## src/rtl/calc1_port_responder.sv

```systemverilog
// Responder side of one calc1 request/response port: takes a command and two
// 32-bit operands, returns one response code and result word LATENCY cycles later.
module calc1_port_responder #(
    parameter int LATENCY = 3
) (
    input  logic        c_clk,
    input  logic        reset,
    input  logic [0:3]  req_cmd_in,
    input  logic [0:31] req_data_in,
    output logic [0:1]  out_resp,
    output logic [0:31] out_data,
    output logic        busy,
    output logic        cmd_dropped
);

    if (LATENCY < 1 || LATENCY > 15) begin : g_latency_check
        $error("calc1_port_responder: LATENCY must be within 1..15");
    end

    localparam logic [0:3] CMD_NOP = 4'd0;
    localparam logic [0:3] CMD_ADD = 4'd1;
    localparam logic [0:3] CMD_SUB = 4'd2;
    localparam logic [0:3] CMD_SHL = 4'd5;
    localparam logic [0:3] CMD_SHR = 4'd6;

    localparam logic [0:1] RESP_OK  = 2'd1;
    localparam logic [0:1] RESP_OVF = 2'd2;
    localparam logic [0:1] RESP_INV = 2'd3;

    localparam logic [3:0] LAT_LOAD = 4'(LATENCY - 1);

    typedef enum logic [1:0] {
        S_IDLE,
        S_OP2,
        S_EXEC,
        S_RESP
    } state_t;

    state_t      state;
    logic [0:3]  cmd_q;
    logic [3:0]  lat_cnt;
    logic [0:31] op1_p0;
    logic [0:31] op2_p0;

    // Packs {resp, data}; overflow and invalid commands always force data to zero.
    function automatic logic [0:33] calc_result(input logic [0:3]  cmd,
                                                input logic [0:31] a,
                                                input logic [0:31] b);
        logic [0:32] sum;
        sum = {1'b0, a} + {1'b0, b};
        case (cmd)
            CMD_ADD: calc_result = sum[0] ? {RESP_OVF, 32'd0} : {RESP_OK, sum[1:32]};
            CMD_SUB: calc_result = (b > a) ? {RESP_OVF, 32'd0} : {RESP_OK, a - b};
            CMD_SHL: calc_result = {RESP_OK, a << b[27:31]};
            CMD_SHR: calc_result = {RESP_OK, a >> b[27:31]};
            default: calc_result = {RESP_INV, 32'd0};
        endcase
    endfunction

    // Operand capture: op1 on command acceptance, op2 on the following data cycle.
    always_ff @(posedge c_clk) begin
        if (state == S_IDLE && req_cmd_in != CMD_NOP)
            op1_p0 <= req_data_in;
        if (state == S_OP2)
            op2_p0 <= req_data_in;
    end

    always_ff @(posedge c_clk or negedge reset) begin
        if (!reset) begin
            state       <= S_IDLE;
            cmd_q       <= CMD_NOP;
            lat_cnt     <= 4'd0;
            out_resp    <= 2'd0;
            out_data    <= 32'd0;
            busy        <= 1'b0;
            cmd_dropped <= 1'b0;
        end else begin
            out_resp    <= 2'd0;
            out_data    <= 32'd0;
            cmd_dropped <= 1'b0;
            case (state)
                S_IDLE: begin
                    if (req_cmd_in != CMD_NOP) begin
                        cmd_q <= req_cmd_in;
                        busy  <= 1'b1;
                        state <= S_OP2;
                    end
                end
                S_OP2: begin
                    lat_cnt <= LAT_LOAD;
                    state   <= S_EXEC;
                end
                S_EXEC: begin
                    cmd_dropped <= (req_cmd_in != CMD_NOP);
                    if (lat_cnt == 4'd0) begin
                        {out_resp, out_data} <= calc_result(cmd_q, op1_p0, op2_p0);
                        state <= S_RESP;
                    end else begin
                        lat_cnt <= lat_cnt - 4'd1;
                    end
                end
                S_RESP: begin
                    cmd_dropped <= (req_cmd_in != CMD_NOP);
                    busy        <= 1'b0;
                    state       <= S_IDLE;
                end
                default: state <= S_IDLE;
            endcase
        end
    end

endmodule

```

## config.mk

```make
export PLATFORM = sky130hd
export DESIGN_NAME = calc1_port_responder
export DESIGN_NICKNAME = d
export VERILOG_FILES = /design/src/rtl/calc1_port_responder.sv
export SDC_FILE = /design/constraint.sdc
export NUM_CORES = 1
export LEC_CHECK = 0
export CAP_MARGIN = 20
export CORE_MARGIN = 3
export CORE_UTILIZATION = 61
export DETAILED_ROUTE_END_ITERATION = 6
export PLACE_DENSITY = 0.83
export SYNTH_ARGS = -nofsm -noshare
export SYNTH_HDL_FRONTEND = slang
export SYNTH_SLANG_ARGS = --single-unit
```

## constraint.sdc

```tcl
create_clock -name c_clk -period 4.9 [get_ports c_clk]
set_clock_uncertainty 0.05 [all_clocks]
set_input_delay 0.98 -clock c_clk [delete_from_list [all_inputs] [get_ports c_clk]]
set_output_delay 0.98 -clock c_clk [all_outputs]
set_load 0.01 [all_outputs]
```

* Word-level counts from Yosys, hierarchy flattened
Cells that the tools add are included.
Storage, ports and cells: register bits after elaboration 110, input port bits 38, output and inout port bits 36, logic and storage cells 51
Operators by class: $add $sub $neg 3, $lt $le $gt $ge 1, eq/ne operators 10, shifts and indexed selects 2, mux-type cells 15, reduce and logical (&&, ||, !) cells 11
Operators with widths (count):
- $pmux 34 s4 | 1
- $mux 34 | 2
- $mux 32 | 2
- $add 32x32->33 | 1
- $gt 32x32->1 | 1
- $shl 32x5->32 | 1
- $shr 32x5->32 | 1
- $sub 32x32->32 | 1
- $eq 4x3->1 const B | 2
- $mux 2 | 4
- $pmux 2 s4 | 1
- $pmux 4 s2 | 1
- $reduce_and 2->1 | 4
- $eq 2x2->1 const B | 2
- $eq 4x1->1 const B | 1
- $eq 4x2->1 const B | 1
- $logic_not 4->1 | 1
- $mux 4 | 1
- $ne 2x2->1 const B | 2
- $reduce_bool 2->1 | 2
- $reduce_bool 4->1 | 1
- $sub 4x1->4 const B | 1
- $eq 2x1->1 const B | 1
- $logic_not 2->1 | 1
- other kinds (5) | 6

* Longest topological paths before layout
depth in word-level cells 5, gate-level depth with buffers 16, mapped depth without buffers 12

* Worst setup path after synthesis
OpenSTA, ideal clock, no wires.
path type reg2reg, start point reg op2_p0[29] (netlist bit), end point reg out_data[7] (netlist bit), library setup time 132 ps, arrival time 3644 ps, data required time 4718 ps, path slack 1074 ps, stages on the path, launching flop included 16, path buffers 4, clock period less this slack 3826 ps, path through edfxtp_1 -> clkbuf_1 -> inv_2 -> buf_2 -> buf_1 -> ha_1 -> o21bai_2 -> a21oi_2 -> o311ai_2 -> a311oi_2 -> a211oi_2 -> nor2_1 -> buf_6 -> a221o_1 -> a211oi_1 -> nor2_1
On the way: longest elaborated chain between the ends 5, elaborated cells between the ends (all ways) 10, those cells by class add/sub: 2; order compare: 1; shift: 2; mux: 5
Ends and longest elaborated chain:
- start: declaration | RTL line 43 | logic [0:31] op2_p0;
- start signal: assignment | RTL line 65 | op2_p0 <= req_data_in;
- $sub 32x32->32 (tied with other cells) | RTL line 53 | CMD_SUB: calc_result = (b > a) ? {RESP_OVF, 32'd0} : {RESP_OK, a - b};
- $mux 34, on equally long branches | RTL line 53, 52
- $pmux 34 s4 (*) | RTL line 51 | case (cmd)
- $mux 32 (*) | RTL line 95 | if (lat_cnt == 4'd0) begin
- $mux 32 (*) | RTL line 81 | case (state)
- end signal: assignment | RTL line 96 | {out_resp, out_data} <= calc_result(cmd_q, op1_p0, op2_p0);
- end: declaration | RTL line 11 | output logic [0:31] out_data,
Every way passes the cells marked *; elsewhere a longest branch is shown, timed or not. A chain may end at the register's enable or synchronous reset.

* Final worst setup path
start point reg op1_p0[16] (netlist bit), end point reg out_data[27] (netlist bit)
On the way: longest elaborated chain between the ends 5, elaborated cells between the ends (all ways) 9, those cells by class add/sub: 1; order compare: 1; shift: 2; mux: 5
Ends and longest elaborated chain:
- start: declaration | RTL line 42 | logic [0:31] op1_p0;
- start signal: assignment | RTL line 63 | op1_p0 <= req_data_in;
- $add 32x32->33 / $gt 32x32->1 (equally long branches) | RTL line 50, 53
- $mux 34, on equally long branches | RTL line 52, 53
- $pmux 34 s4 (*) | RTL line 51
- $mux 32 (*) | RTL line 95
- $mux 32 (*) | RTL line 81
Marked as above.

==> results.cfg <==
[synthesis]
yosys_warnings = 0
async_flop_share_pct = 41.8
synthMuxAreaShare_pct = 10.6
netlist_instances = 1275
syn-num-nets = 1386
yosys.area_share.simple_pct = 16.7
synth_compound_area_share_pct = 27.0
netlist_area_um2 = 10800
syn_area_per_cell_um2 = 8.45
synth-xor-area-share_pct = 2.19
seq_area_frac_synth_pct = 28.5
yosys.area_share.adder_pct = 8.61
ys_ff_latch = 110
synth_edf_count = 64
synth.distinct_cells = 95
synth_top_family_by_area = compound AO/OA/AOI/OAI gates
synth_flop_cell = edfxtp_1

[route]
ant_nets = 0
drt-vias-per-instance = 7.26
drt_iter0_markers = 1706
dr.max_layer_used = met5
drc_errors = 4
wl_met1_um = 15000
dr_total_vias = 11021
met3_wirelength_um = 5250
first_pass_iters = 7
wl_per_cell_um = 25.2
routed_wl_um = 38200
wl_met2_um = 16200

[setup_path]
crit_type = reg2reg
slowest_stage = o21ai_2
worstSetupStartpointType = register
required_ns = 5.15
max_stage_delay_ns = 0.84
reg2reg_from = op1_p0[16]$_DFFE_PP_
crit_path_cell_trace = ha_1 -> clkinv_1 -> o31ai_1 -> or2_1 -> nand4b_1 -> nand2_1 -> o21ai_2 -> buf_4 -> a2bb2oi_1 -> mux2_2 -> a21oi_1
reg2reg_slack_ns = 0.78
critPathMaxFanout = 20
critPathArrivalTime_ns = 4.37
r2r-end = out_data[27]$_DFF_PN0_
end_kind = register
worstRegToRegCells = 11

[die]
die_x_um = 139
start_util_pct = 63.6
die_area_um2 = 19300
pin_count = 74
die-height_um = 139
core_area_um2 = 16900
std_cell_rows = 47

[power_and_ir_drop]
swShare_pct = 53.8
total_power_uw = 7400
p_per_area_nw_per_um2 = 626
power_frac_seq_pct = 21.5
power_switching_uw = 3980
p_leak_uw = 0.00470
p_int_uw = 3420
pwr-share-clk_pct = 10.4
comb_power_share_pct = 68.1
peakVddDrop_v = 0.000595

[hold_path]
hp-start = busy$_DFFE_PN0P_
hold_depth = 2
hold_path.class = reg2reg
min_to = busy$_DFFE_PN0P_

[cells_and_area]
final_area_um2 = 11800
drive_gt1_share_pct = 7.79
nets = 1403
diodes = 0
area_growth_pct = 9.68
fin_cells = 1517

[clocking]
clock_latency_ns = 0.38
clkTransAtPathRegs_ns = 0.09
clock_sinks = 110
h-tree-depth = 3
clockBufferDepth = 2
cts_setup_buffers = 0
cts_hold_buf = 0
cts-resized-gates = 0
cts-root-buf = clkbuf_16
cts-buffers-inserted = 9
cts_tree = yes

[timing]
rsz0062_at_grt = no
max_freq_mhz = 243
fin_crit_sh_pct = 84.1
hold_viol = 0
min_period_ns = 4.12
relSlewSlack_pct = 27.5
setup_viol = 0
worst_pin_slew_ns = 1.08
tns_ns = 0
slew_viol_final = 0
hold-worst-slack_ns = 0.523

[global_route]
grt_pass1_vias = 10205
grt_max_degree = 73
antenna_found_initial = 1
grt_pass1_wl_um = 58800
grt_overflow_total = 0
grtUsageTotal_pct = 38.7

[place]
place_area_um2 = 11500
gp_congestion = 1.04
io_buffer_count = 73
dpl.hpwl_um = 28700
dp.cells = 1501

[run_status]
violations = DRC
outcome = finished with violations

[job]
maxCapViolCount = 0
## synth_stat cells (all sizes together), types with 29 or more instances
cell,count,area share [%]
o22ai,29,1.7
a31oi,30,1.7
o21ai,96,4.5
inv,76,2.6
a21oi,104,4.9
dfrtp,46,11
edfxtp,64,18
buf,45,2.2
mux2i,55,5.1
nor2,129,4.5
clkbuf,40,1.5
ha,71,8.2
nand2,107,3.7
## stage by stage
| stage | util, % | setup WS, ns |
|---|---|---|
| finish | 69.8 | 0.779 |
| global route | 69.8 | 0.521 |
| CTS | 69.8 | 0.853 |
| detailed placement | 68.1 | 0.897 |
| global placement | 68.0 | 1.00 |
| floorplan | - | 1.07 |
## layout make-up
| cell class | count | area [um2] |
|---|---|---|
| multi-input combinational | 1003 | 7020 |
| fill | 1385 | 5110 |
| sequential | 110 | 3070 |
| timing repair buffer | 91 | 868 |
| inverter | 77 | 289 |
| tap | 220 | 275 |
| clock buffer | 10 | 239 |
| clock inverter | 6 | 52.6 |
## power groups by stage
stage / clock (uW) / combinational (uW) / sequential (uW)
3_3_place_gp: 0 / 4760 / 1570
2_1_floorplan: 0 / 3590 / 1470
4_1_cts: 764 / 4840 / 1570
3_5_place_dp: 0 / 4810 / 1590
5_1_grt: 803 / 5390 / 1610
6_report: 767 / 5040 / 1590
## cells by family (layout without fill, tap and decap cells)
| kind of cell | Yosys count | in the layout |
|---|---|---|
| and+or+nand+nor | 385 | 385 |
| adders and majority gates | 73 | 73 |
| DFF | 110 | 110 |
| muxes | 84 | 84 |
| AOI/OAI and AO/OA | 434 | 434 |
| xor gates and xnor gates | 27 | 27 |
| buffers and inverters | 162 | 184 |
## worst max-delay path by stage
stage / start / end / slack (ns) / depth (start not counted)
final: op1_p0[16]$_DFFE_PP_ / out_data[27]$_DFF_PN0_ / 0.78 / 11
after floorplan: op2_p0[29]$_DFFE_PP_ / out_data[7]$_DFF_PN0_ / 1.07 / 15
after CTS: op1_p0[16]$_DFFE_PP_ / out_data[27]$_DFF_PN0_ / 0.85 / 11
after detailed placement: op1_p0[16]$_DFFE_PP_ / out_data[27]$_DFF_PN0_ / 0.90 / 11
after global placement: op1_p0[16]$_DFFE_PP_ / out_data[4]$_DFF_PN0_ / 1.00 / 10
after global routing: op1_p0[16]$_DFFE_PP_ / out_data[24]$_DFF_PN0_ / 0.52 / 11
## metal layers
layer,vias to the layer above,global-route usage (%)
met1,5238,55.2
li1,4798,-
met4,2,14.2
met3,145,10.2
met5,-,0
met2,838,56.9
## worst max-delay path, delay by kind of cell, from the launching register on
kind            cells  cell delay [ns]
compound gates      4             1.50
fa+ha+maj           1             0.56
mux                 1             0.27
buf+inv             2             0.67
simple gates        3             0.46
flops               1             0.53
## placed cells by master (no fill, tap or decap), drive strengths merged, types with 30 or more instances in the layout
master,synthesis,layout
nand2,107,107
a31oi,30,30
nor2,129,129
mux2i,55,55
clkdlybuf4s50,0,72
o21ai,96,96
a21oi,104,104
ha,71,71
dfrtp,46,46
inv,76,79
edfxtp,64,64
## flip-flops by register name, indices dropped and copies added, names as in the netlist
name,count
op1_p0,32
op2_p0,32
out_data,32
cmd_q,4
lat_cnt,4
out_resp,2
state,2
busy,1
cmd_dropped,1
No activity file was read; power rests on OpenSTA's default activity.
